File: src/rtl/regfile_op_sequencer.sv
// regfile_op_sequencer: micro-sequencer and sole write master of an 8-entry register file.
//
// Accepts one instruction at a time over a valid/ready handshake. Each instruction is
// sequenced through IDLE -> READ -> WB1 (-> WB2 for SWAP) -> IDLE.
//
// Ports:
//   clk, rst_n                 clock, asynchronous active-low reset
//   instr_valid / instr_ready  instruction handshake; ready only in IDLE
//   instr_op/rd/rs1/rs2/imm    instruction fields, latched on acceptance
//   rf_read_reg1/2             register file read addresses (latched rs1/rs2)
//   rf_read_data1/2            asynchronous register file read data
//   rf_we/write_reg/write_data register file synchronous write port
//   done                       one-cycle pulse on instruction completion
//   result, flag_zero/carry    last completed instruction's primary result and flags
module regfile_op_sequencer #(
  parameter int unsigned WIDTH = 4
) (
  input  logic             clk,
  input  logic             rst_n,
  input  logic             instr_valid,
  output logic             instr_ready,
  input  logic [2:0]       instr_op,
  input  logic [2:0]       instr_rd,
  input  logic [2:0]       instr_rs1,
  input  logic [2:0]       instr_rs2,
  input  logic [WIDTH-1:0] instr_imm,
  output logic [2:0]       rf_read_reg1,
  output logic [2:0]       rf_read_reg2,
  input  logic [WIDTH-1:0] rf_read_data1,
  input  logic [WIDTH-1:0] rf_read_data2,
  output logic             rf_we,
  output logic [2:0]       rf_write_reg,
  output logic [WIDTH-1:0] rf_write_data,
  output logic             done,
  output logic [WIDTH-1:0] result,
  output logic             flag_zero,
  output logic             flag_carry
);

  localparam logic [2:0] OpNop  = 3'd0;
  localparam logic [2:0] OpAdd  = 3'd1;
  localparam logic [2:0] OpSub  = 3'd2;
  localparam logic [2:0] OpAnd  = 3'd3;
  localparam logic [2:0] OpXor  = 3'd4;
  localparam logic [2:0] OpLdi  = 3'd5;
  localparam logic [2:0] OpMov  = 3'd6;
  localparam logic [2:0] OpSwap = 3'd7;

  typedef enum logic [1:0] {
    StIdle,
    StRead,
    StWb1,
    StWb2
  } state_e;

  state_e state_q, state_d;

  logic [2:0]       op_q, op_d;
  logic [2:0]       rd_q, rd_d;
  logic [2:0]       rs1_q, rs1_d;
  logic [2:0]       rs2_q, rs2_d;
  logic [WIDTH-1:0] imm_q, imm_d;
  logic [WIDTH-1:0] op_a_q, op_a_d;
  logic [WIDTH-1:0] op_b_q, op_b_d;
  logic [WIDTH-1:0] result_q, result_d;
  logic             zero_q, zero_d;
  logic             carry_q, carry_d;

  // ALU on the latched operands
  logic [WIDTH:0]   sum_ext;
  logic [WIDTH:0]   diff_ext;
  logic [WIDTH-1:0] alu_res;
  logic             alu_carry;

  always_comb begin
    sum_ext   = {1'b0, op_a_q} + {1'b0, op_b_q};
    // Top bit of the extended difference is the unsigned borrow (op_a < op_b).
    diff_ext  = {1'b0, op_a_q} - {1'b0, op_b_q};
    alu_res   = '0;
    alu_carry = 1'b0;
    case (op_q)
      OpAdd: begin
        alu_res   = sum_ext[WIDTH-1:0];
        alu_carry = sum_ext[WIDTH];
      end
      OpSub: begin
        alu_res   = diff_ext[WIDTH-1:0];
        alu_carry = diff_ext[WIDTH];
      end
      OpAnd:   alu_res = op_a_q & op_b_q;
      OpXor:   alu_res = op_a_q ^ op_b_q;
      OpLdi:   alu_res = imm_q;
      OpMov:   alu_res = op_a_q;
      OpSwap:  alu_res = op_b_q;
      default: alu_res = '0;
    endcase
  end

  // Write request before register-0 suppression
  logic             wr_req;
  logic [2:0]       wr_addr;
  logic [WIDTH-1:0] wr_data;

  // Architectural result/flag update
  logic             upd;
  logic [WIDTH-1:0] upd_val;
  logic             upd_carry;

  always_comb begin
    state_d     = state_q;
    op_d        = op_q;
    rd_d        = rd_q;
    rs1_d       = rs1_q;
    rs2_d       = rs2_q;
    imm_d       = imm_q;
    op_a_d      = op_a_q;
    op_b_d      = op_b_q;
    instr_ready = 1'b0;
    done        = 1'b0;
    wr_req      = 1'b0;
    wr_addr     = 3'd0;
    wr_data     = '0;
    upd         = 1'b0;
    upd_val     = '0;
    upd_carry   = 1'b0;

    unique case (state_q)
      StIdle: begin
        instr_ready = 1'b1;
        if (instr_valid) begin
          op_d    = instr_op;
          rd_d    = instr_rd;
          rs1_d   = instr_rs1;
          rs2_d   = instr_rs2;
          imm_d   = instr_imm;
          state_d = StRead;
        end
      end
      StRead: begin
        op_a_d  = rf_read_data1;
        op_b_d  = rf_read_data2;
        state_d = StWb1;
      end
      StWb1: begin
        if (op_q == OpNop) begin
          done    = 1'b1;
          state_d = StIdle;
        end else if (op_q == OpSwap) begin
          wr_req  = 1'b1;
          wr_addr = rs1_q;
          wr_data = op_b_q;
          state_d = StWb2;
        end else begin
          wr_req    = 1'b1;
          wr_addr   = rd_q;
          wr_data   = alu_res;
          done      = 1'b1;
          upd       = 1'b1;
          upd_val   = alu_res;
          upd_carry = alu_carry;
          state_d   = StIdle;
        end
      end
      StWb2: begin
        wr_req    = 1'b1;
        wr_addr   = rs2_q;
        wr_data   = op_a_q;
        done      = 1'b1;
        upd       = 1'b1;
        upd_val   = op_b_q;
        upd_carry = 1'b0;
        state_d   = StIdle;
      end
      default: state_d = StIdle;
    endcase

    result_d = upd ? upd_val : result_q;
    zero_d   = upd ? (upd_val == '0) : zero_q;
    carry_d  = upd ? upd_carry : carry_q;
  end

  // Register 0 is hard-zero: suppress the strobe, and idle the bus whenever no write is issued.
  always_comb begin
    rf_we         = wr_req && (wr_addr != 3'd0);
    rf_write_reg  = rf_we ? wr_addr : 3'd0;
    rf_write_data = rf_we ? wr_data : '0;
  end

  always_ff @(posedge clk or negedge rst_n) begin
    if (!rst_n) begin
      state_q  <= StIdle;
      op_q     <= 3'd0;
      rd_q     <= 3'd0;
      rs1_q    <= 3'd0;
      rs2_q    <= 3'd0;
      imm_q    <= '0;
      op_a_q   <= '0;
      op_b_q   <= '0;
      result_q <= '0;
      zero_q   <= 1'b0;
      carry_q  <= 1'b0;
    end else begin
      state_q  <= state_d;
      op_q     <= op_d;
      rd_q     <= rd_d;
      rs1_q    <= rs1_d;
      rs2_q    <= rs2_d;
      imm_q    <= imm_d;
      op_a_q   <= op_a_d;
      op_b_q   <= op_b_d;
      result_q <= result_d;
      zero_q   <= zero_d;
      carry_q  <= carry_d;
    end
  end

  assign rf_read_reg1 = rs1_q;
  assign rf_read_reg2 = rs2_q;
  assign result       = result_q;
  assign flag_zero    = zero_q;
  assign flag_carry   = carry_q;

endmodule

File: config.mk
export PLATFORM = sky130hd
export DESIGN_NAME = regfile_op_sequencer
export DESIGN_NICKNAME = d
export VERILOG_FILES = /design/src/rtl/regfile_op_sequencer.sv
export SDC_FILE = /design/constraint.sdc
export NUM_CORES = 1
export LEC_CHECK = 0
export ABC_AREA = 1
export CAP_MARGIN = 30
export CORE_ASPECT_RATIO = 1.75
export CORE_UTILIZATION = 44
export CTS_CLUSTER_DIAMETER = 60
export DETAILED_ROUTE_END_ITERATION = 10
export PLACE_DENSITY = 0.75
export SYNTH_ARGS = -nofsm -noshare
export SYNTH_HDL_FRONTEND = slang
export SYNTH_SLANG_ARGS = --single-unit
File: constraint.sdc
create_clock -name clk -period 2 [get_ports clk]
set_input_delay 0.4 -clock clk [delete_from_list [all_inputs] [get_ports clk]]
set_output_delay 0.4 -clock clk [all_outputs]
set_load 0.03 [all_outputs]
==> results_dict.tcl, run 1 <==
set metrics [dict create \
    post_route_cells_drive_above_1_share 0.384 \
    grt_start_max_net_pins 33 \
    ys_warnings 0 \
    synth_flop_cell "sky130_fd_sc_hd__dfrtp_1" \
    ys_types 26 \
    postLayoutSetupSlackWorst_ns -0.591 \
    clock_tree_skew_after_final_layout_ns 0.00757 \
    antenna_cells 0 \
    synth.net_count 280 \
    gpl.final_weighted_congestion 0.873 \
    cp_data_arrival_time_ns 2.19 \
    final_period_minus_worst_setup_slack_ns 2.59 \
    status "finished with violations" \
    cts_buffers 5 \
    drv.max_cap_violation_count 0 \
    cts-root-to-sink-buffers 2 \
    critPathRequiredTime_ns 1.60 \
    initialDrtViolationCount 61 \
    crit_path_end_kind "primary output" \
    vias 2074 \
    worst_margin_slew_ns 0.415 \
    wl_per_cell_um 14.9 \
    rsz0062_at_grt "true" \
    setup_viol_count_final 8 \
    grt_antenna_before_repair 0 \
    port_buffers 48 \
    period_utilization_post_route 1.30 \
    area_delta_synth_final_pct 67.5 \
    post-synth-top-count-cell "sky130_fd_sc_hd__nand2_1" \
    detailed_place_hpwl_um 4110 \
    synth-edff-count 0 \
    mappedNetlistArea_um2 1920 \
    clock_tree.htree_level_count 2 \
    clock_sinks 32 \
    post_synth_main_area_contributors "sky130_fd_sc_hd__dfrtp_1, sky130_fd_sc_hd__nand2_1, sky130_fd_sc_hd__mux2_2" \
    grt_use_met3 0.0459 \
    timing_hold_violations_final 0 \
    clkTransAtPathRegs_ns 0.07 \
    ant_nets 0 \
    grt_util_met2 0.522 \
    worstSetupStartpointType "register" \
    criticalPathCategory "register to primary output" \
    die_w_um 52.0 \
    timing.hold.worst.class "register to register" \
    regToRegSetupSlack_ns -0.04 \
    synthesis.instances 243 \
    asyncSetResetFlopFracSynth 1.00 \
    gr-max-usage-layer "met2" \
    yosys.area.top_type_share 0.416 \
    syn_avg_cell_area_um2 7.91 \
    worst_ir_drop_vdd_mv 1.33 \
    leading_cell_types_by_count_after_synthesis "sky130_fd_sc_hd__nand2_1, sky130_fd_sc_hd__nor2_1, sky130_fd_sc_hd__dfrtp_1" \
    timing.slew.headroom 0.723 \
    number_of_global_route_vias_before_repair 2112 \
    final_max_slew_viol_count 0 \
    critical_path_peak_fanout 2 \
    design_power_total_mw 6.43 \
    yosysTopAreaCell "sky130_fd_sc_hd__dfrtp_1" \
    grtUsageMet1 0.271 \
    drt_pass1_iterations 4 \
    core_area_um2 4150 \
    synth.yosys.seq_area_share 0.416 \
    filler_cell_count 245 \
    ys_ff_latch 32 \
    die_y_um 89.5 \
    route.final.wire_length_um 5940 \
    vias_per_cell 5.21 \
    cts_root_buffer "sky130_fd_sc_hd__clkbuf_8" \
    grt_overflow 0 \
    max_freq_mhz 386 \
    failing_checks "setup timing" \
    placement_rows 31 \
    multiInputGateArea_um2 1180 \
    placement.setup.worst_slack_ns -0.219 \
    power.density_cell_area_nw_per_um2 2000 \
    drt_drc_violations_left 0 \
    leakagePower_nw 1.61 \
    cts_tree "built" \
    final_nets 385 \
    grt.total_usage 0.277 \
    grt_first_pass_wirelength_um 9230 \
    cts-hold-fix-buffers 0 \
    io-pin-count 49 \
    area_enclosed_by_the_die_boundary_um2 4650 \
    initial_utilization 0.463 \
    layout.area.seq_um2 803 \
    worst_skew_pair.late_latency_ns 0.29 \
    setup_total_negative_slack_ns -2.04 \
]
placed cells by master, fill, tap and decap left out, drive strengths merged:
cell,count
o21ai,15
xnor2,1
ha,8
nor2,34
dlygate4sd2,1
inv,32
a22oi,2
nand4,4
mux2,12
a22o,1
fa,2
o22ai,1
clkdlybuf4s50,38
dfrtp,32
buf,65
nand3,16
clkbuf,9
a21oi,22
nand3b,1
o31ai,1
nand2,52
final cells by class:
cell class              instances  share of cell area
clock buffers                   8              0.0280
multi-input cells             172               0.366
inverters                      32              0.0388
repair buffers                105               0.299
flip-flops and latches         32               0.249
well taps                      49              0.0190
worst paths after layout:
check | start | end | depth (start not counted)
worst max-delay path | op_a_q[0]$_DFFE_PN0N_ | rf_write_data[2] | 13
worst min-delay path | result[1]$_DFFE_PN0P_ | result[1]$_DFFE_PN0P_ | 2
worst max register to register | op_a_q[0]$_DFFE_PN0N_ | flag_zero$_DFFE_PN0P_ | 14
worst min register to register | result[1]$_DFFE_PN0P_ | result[1]$_DFFE_PN0P_ | 2
max in group asynchronous | rst_n | op_b_q[0]$_DFFE_PN0N_ | 2
min in group asynchronous | rst_n | imm_q[2]$_DFFE_PN0P_ | 2
cell families (layout without fill, tap and decap cells):
group,after synthesis,count (layout),share of synthesized area
adder cells (fa/ha/maj),10,10,0.0729
multiplexers,12,12,0.0703
buffers and inverters,39,145,0.0865
AND/OR/NAND/NOR,107,107,0.228
flip-flops,32,32,0.416
XOR/XNOR,1,1,0.00456
AO/OA/AOI/OAI,42,42,0.122
through the flow:
step           area (um^2)  std cells  utilization  hold slack [ns]
3_5_place_dp          2770        379        0.667            0.465
5_1_grt               3220        398        0.776            0.524
6_report              3220        398        0.776            0.479
3_3_place_gp          2770        379        0.667            0.463
2_1_floorplan         1960        243            -            0.104
4_1_cts               3040        399        0.732            0.484
state kept, by name (all words and copies together), names as in the netlist:
signal,cells
result,4
rf_read_reg2,3
rf_read_reg1,3
rd_q,3
flag_carry,1
state_q,2
op_b_q,4
imm_q,4
op_q,3
op_a_q,4
flag_zero,1
layer usage:
layer,routed length (um),vias to the layer above,part of all wire
met5,0,-,0
met4,286,0,0.048
met3,195,22,0.033
met2,3390,57,0.57
met1,2060,997,0.35
li1,-,998,-
where the power goes:
part           switching (mW)  internal [mW]
clock network           0.246          0.281
logic                    2.45           2.21
registers               0.267          0.975
critical path, cell delays in order, from the launching register on:
cell,delay [ns]
sky130_fd_sc_hd__dfrtp_1,0.43
sky130_fd_sc_hd__inv_2,0.11
sky130_fd_sc_hd__ha_4,0.14
sky130_fd_sc_hd__inv_4,0.03
sky130_fd_sc_hd__fa_2,0.38
sky130_fd_sc_hd__xnor2_2,0.16
sky130_fd_sc_hd__nor2_1,0.06
sky130_fd_sc_hd__nor2_1,0.09
sky130_fd_sc_hd__nand2_1,0.09
sky130_fd_sc_hd__a21oi_2,0.12
sky130_fd_sc_hd__o21ai_1,0.07
sky130_fd_sc_hd__nand2_1,0.07
sky130_fd_sc_hd__inv_2,0.04
sky130_fd_sc_hd__buf_6,0.12
what timing repair did:
| item | in CTS | in global routing |
|---|---|---|
| buffers inserted | 12 | 8 |
| gates cloned | 0 | 1 |
| pin swaps | 6 | 29 |
| endpoints found under the setup margin | 8 | 11 |
| resized for setup | 26 | 48 |
Power figures use the tool's default switching activity.
==> inputs of run 2 (changes only) <==
--- a/config.mk
+++ b/config.mk
@@ -7,9 +7,10 @@
 export LEC_CHECK = 0
 export ABC_AREA = 1
 export CAP_MARGIN = 30
+export CELL_PAD_IN_SITES_DETAIL_PLACEMENT = 0
+export CELL_PAD_IN_SITES_GLOBAL_PLACEMENT = 1
 export CORE_ASPECT_RATIO = 1.75
-export CORE_UTILIZATION = 44
-export CTS_CLUSTER_DIAMETER = 60
+export CORE_UTILIZATION = 32
 export DETAILED_ROUTE_END_ITERATION = 10
 export PLACE_DENSITY = 0.75
 export SYNTH_ARGS = -nofsm -noshare
==> results_dict.tcl, run 2 (same netlist as run 1, synthesis figures left out) <==
set metrics [dict create \
    placement_rows 37 \
    worstSetupStartpointType "register" \
    crit_path_top_delay_cell "sky130_fd_sc_hd__dfrtp_1" \
    setup_total_negative_slack_ns -1.56 \
    clock_tree.htree_level_count 2 \
    critPathRequiredTime_ns 1.60 \
    path_depth 13 \
    critical_path_peak_fanout 3 \
    sequentialPowerShare 0.193 \
    largest_stage_delay_on_the_critical_path_ns 0.37 \
    cp_top_family "adder cells" \
    status "finished with violations" \
    final_core_utilization 0.556 \
    max_freq_mhz 397 \
    post_route_cells_drive_above_1_share 0.406 \
    wl_per_cell_um 12.8 \
    cts-root-to-sink-buffers 2 \
    clkTransAtPathRegs_ns 0.07 \
    multiInputGateArea_um2 1170 \
    vias 1934 \
    area_delta_synth_final_pct 68.7 \
    vias_per_cell 4.57 \
    path_cells "buf_4, ha_4, inv_2, fa_2, xnor2_2, nor2_1, nor2_1, nand2_1, a21oi_2, o21ai_2, nand2_1, inv_2, buf_6" \
    switching_share 0.447 \
    cp_data_arrival_time_ns 2.12 \
    cts_tree "built" \
    drt_drc_violations_left 0 \
    fin_cells 423 \
    cts_root_buffer "sky130_fd_sc_hd__clkbuf_8" \
    period_utilization_post_route 1.26 \
    grt_antenna_before_repair 0 \
    timing.slew.headroom 0.631 \
    die_w_um 60.6 \
    initial_utilization 0.330 \
    leakagePower_nw 1.59 \
    setup_viol_count_final 4 \
    grt_overflow 0 \
    holdPathStages 2 \
    ant_nets 0 \
    worst_ir_drop_vdd_mv 0.906 \
    io-pin-count 49 \
    worst_skew_pair.late_latency_ns 0.28 \
    layout_commonest_cell "sky130_fd_sc_hd__buf_4" \
    core_area_um2 5830 \
    intPower_mw 3.54 \
    grt_first_pass_wirelength_um 9000 \
    placedCellCount 409 \
    clkPwrFrac 0.106 \
    cts-hold-fix-buffers 0 \
    power.density_cell_area_nw_per_um2 1970 \
    number_of_cell_instances_on_the_worst_register_to_register_path 14 \
    gpl.final_weighted_congestion 0.861 \
    worst_margin_slew_ns 0.552 \
    antenna_cells 0 \
    failing_checks "setup timing" \
    port_buffers 48 \
    clock_tree_skew_after_final_layout_ns 0.00559 \
    criticalPathCategory "register to primary output" \
    crit_path_end_kind "primary output" \
    placement.setup.worst_slack_ns -0.270 \
    initialDrtViolationCount 48 \
    die_y_um 105 \
    filler_cell_count 578 \
    area_enclosed_by_the_die_boundary_um2 6340 \
    final_nets 381 \
    grt_start_max_net_pins 33 \
    detailed_place_hpwl_um 4190 \
    layout.cells.most_common_list "sky130_fd_sc_hd__buf_4, sky130_fd_sc_hd__nand2_1, sky130_fd_sc_hd__clkdlybuf4s50_1" \
    drt_pass1_iterations 4 \
    final_period_minus_worst_setup_slack_ns 2.52 \
    timing_hold_violations_final 0 \
    worst_hold_slack_ns 0.490 \
    layout.area.seq_um2 802 \
    route.final.wire_length_um 5420 \
    postLayoutSetupSlackWorst_ns -0.517 \
    grt.total_usage 0.190 \
    drv.max_cap_violation_count 0 \
    clock_sinks 32 \
    cts_buffers 5 \
    comb_power_share 0.702 \
    final_max_slew_viol_count 0 \
    p_switching_mw 2.86 \
    number_of_global_route_vias_before_repair 2005 \
    rsz0062_at_grt "true" \
    timing.hold.worst.class "register to register" \
    critPathBufInv 4 \
]
-- run 2: cell count changes in the layout (fill, tap and decap cells not counted), sizes merged --
cell	before	now
buf	65	62
bufinv	0	1
clkbuf	9	7
-- run 2: layer usage --
| metal | wire length, um | vias to the layer above | part of all wire | GRT usage |
|---|---|---|---|---|
| met1 | 2000 | 895 | 0.37 | 0.199 |
| met2 | 3110 | 39 | 0.57 | 0.341 |
| li1 | - | 988 | - | - |
| met4 | 182 | 0 | 0.034 | 0.0958 |
| met3 | 129 | 12 | 0.024 | 0.0347 |
| met5 | 0 | - | 0 | 0 |
-- run 2: final cells by class --
type                       count  share of cell area
tap                           78              0.0301
clock inverter                 1             0.00926
timing repair buffer         101               0.285
inverter                      32              0.0378
sequential                    32               0.247
clock buffer                   7              0.0297
multi-input combinational    172               0.361
-- run 2: stage by stage --
step                power (mW)  area (um^2)
CTS                       6.06         3120
global route              6.91         3240
floorplan                 3.36         1960
detailed placement        4.97         2810
global placement          4.95         2810
finish                    6.40         3240
-- run 2: path summary, 6_finish.rpt --
path | from | end | slack, ns
max | op_b_q[0]$_DFFE_PN0N_ | rf_write_data[2] | -0.52
min | flag_zero$_DFFE_PN0P_ | flag_zero$_DFFE_PN0P_ | 0.49
max reg2reg | op_b_q[0]$_DFFE_PN0N_ | flag_zero$_DFFE_PN0P_ | 0.06
min reg2reg | flag_zero$_DFFE_PN0P_ | flag_zero$_DFFE_PN0P_ | 0.49
max in group asynchronous | rst_n | op_a_q[1]$_DFFE_PN0N_ | 1.15
min in group asynchronous | rst_n | result[1]$_DFFE_PN0P_ | 0.52
-- run 2: timing repair --
| item | in CTS | in global routing |
|---|---|---|
| pin swaps | 9 | 19 |
| setup buffers | 4 | 4 |
| resized for setup | 45 | 31 |
| endpoints found under the setup margin | 10 | 8 |
-- run 2: worst min-delay path, stage by stage (launching register included) --
cell,delay (ns)
sky130_fd_sc_hd__dfrtp_1,0.35
sky130_fd_sc_hd__nand2_1,0.06
sky130_fd_sc_hd__nand2_1,0.05
-- run 2: power by group through the flow --
| stage | clock network, mW | registers (mW) | logic [mW] |
|---|---|---|---|
| floorplan | 0 | 1.41 | 1.95 |
| global placement | 0 | 1.21 | 3.74 |
| detailed placement | 0 | 1.21 | 3.76 |
| CTS | 0.693 | 1.23 | 4.13 |
| global route | 0.719 | 1.28 | 4.91 |
| finish | 0.677 | 1.23 | 4.49 |
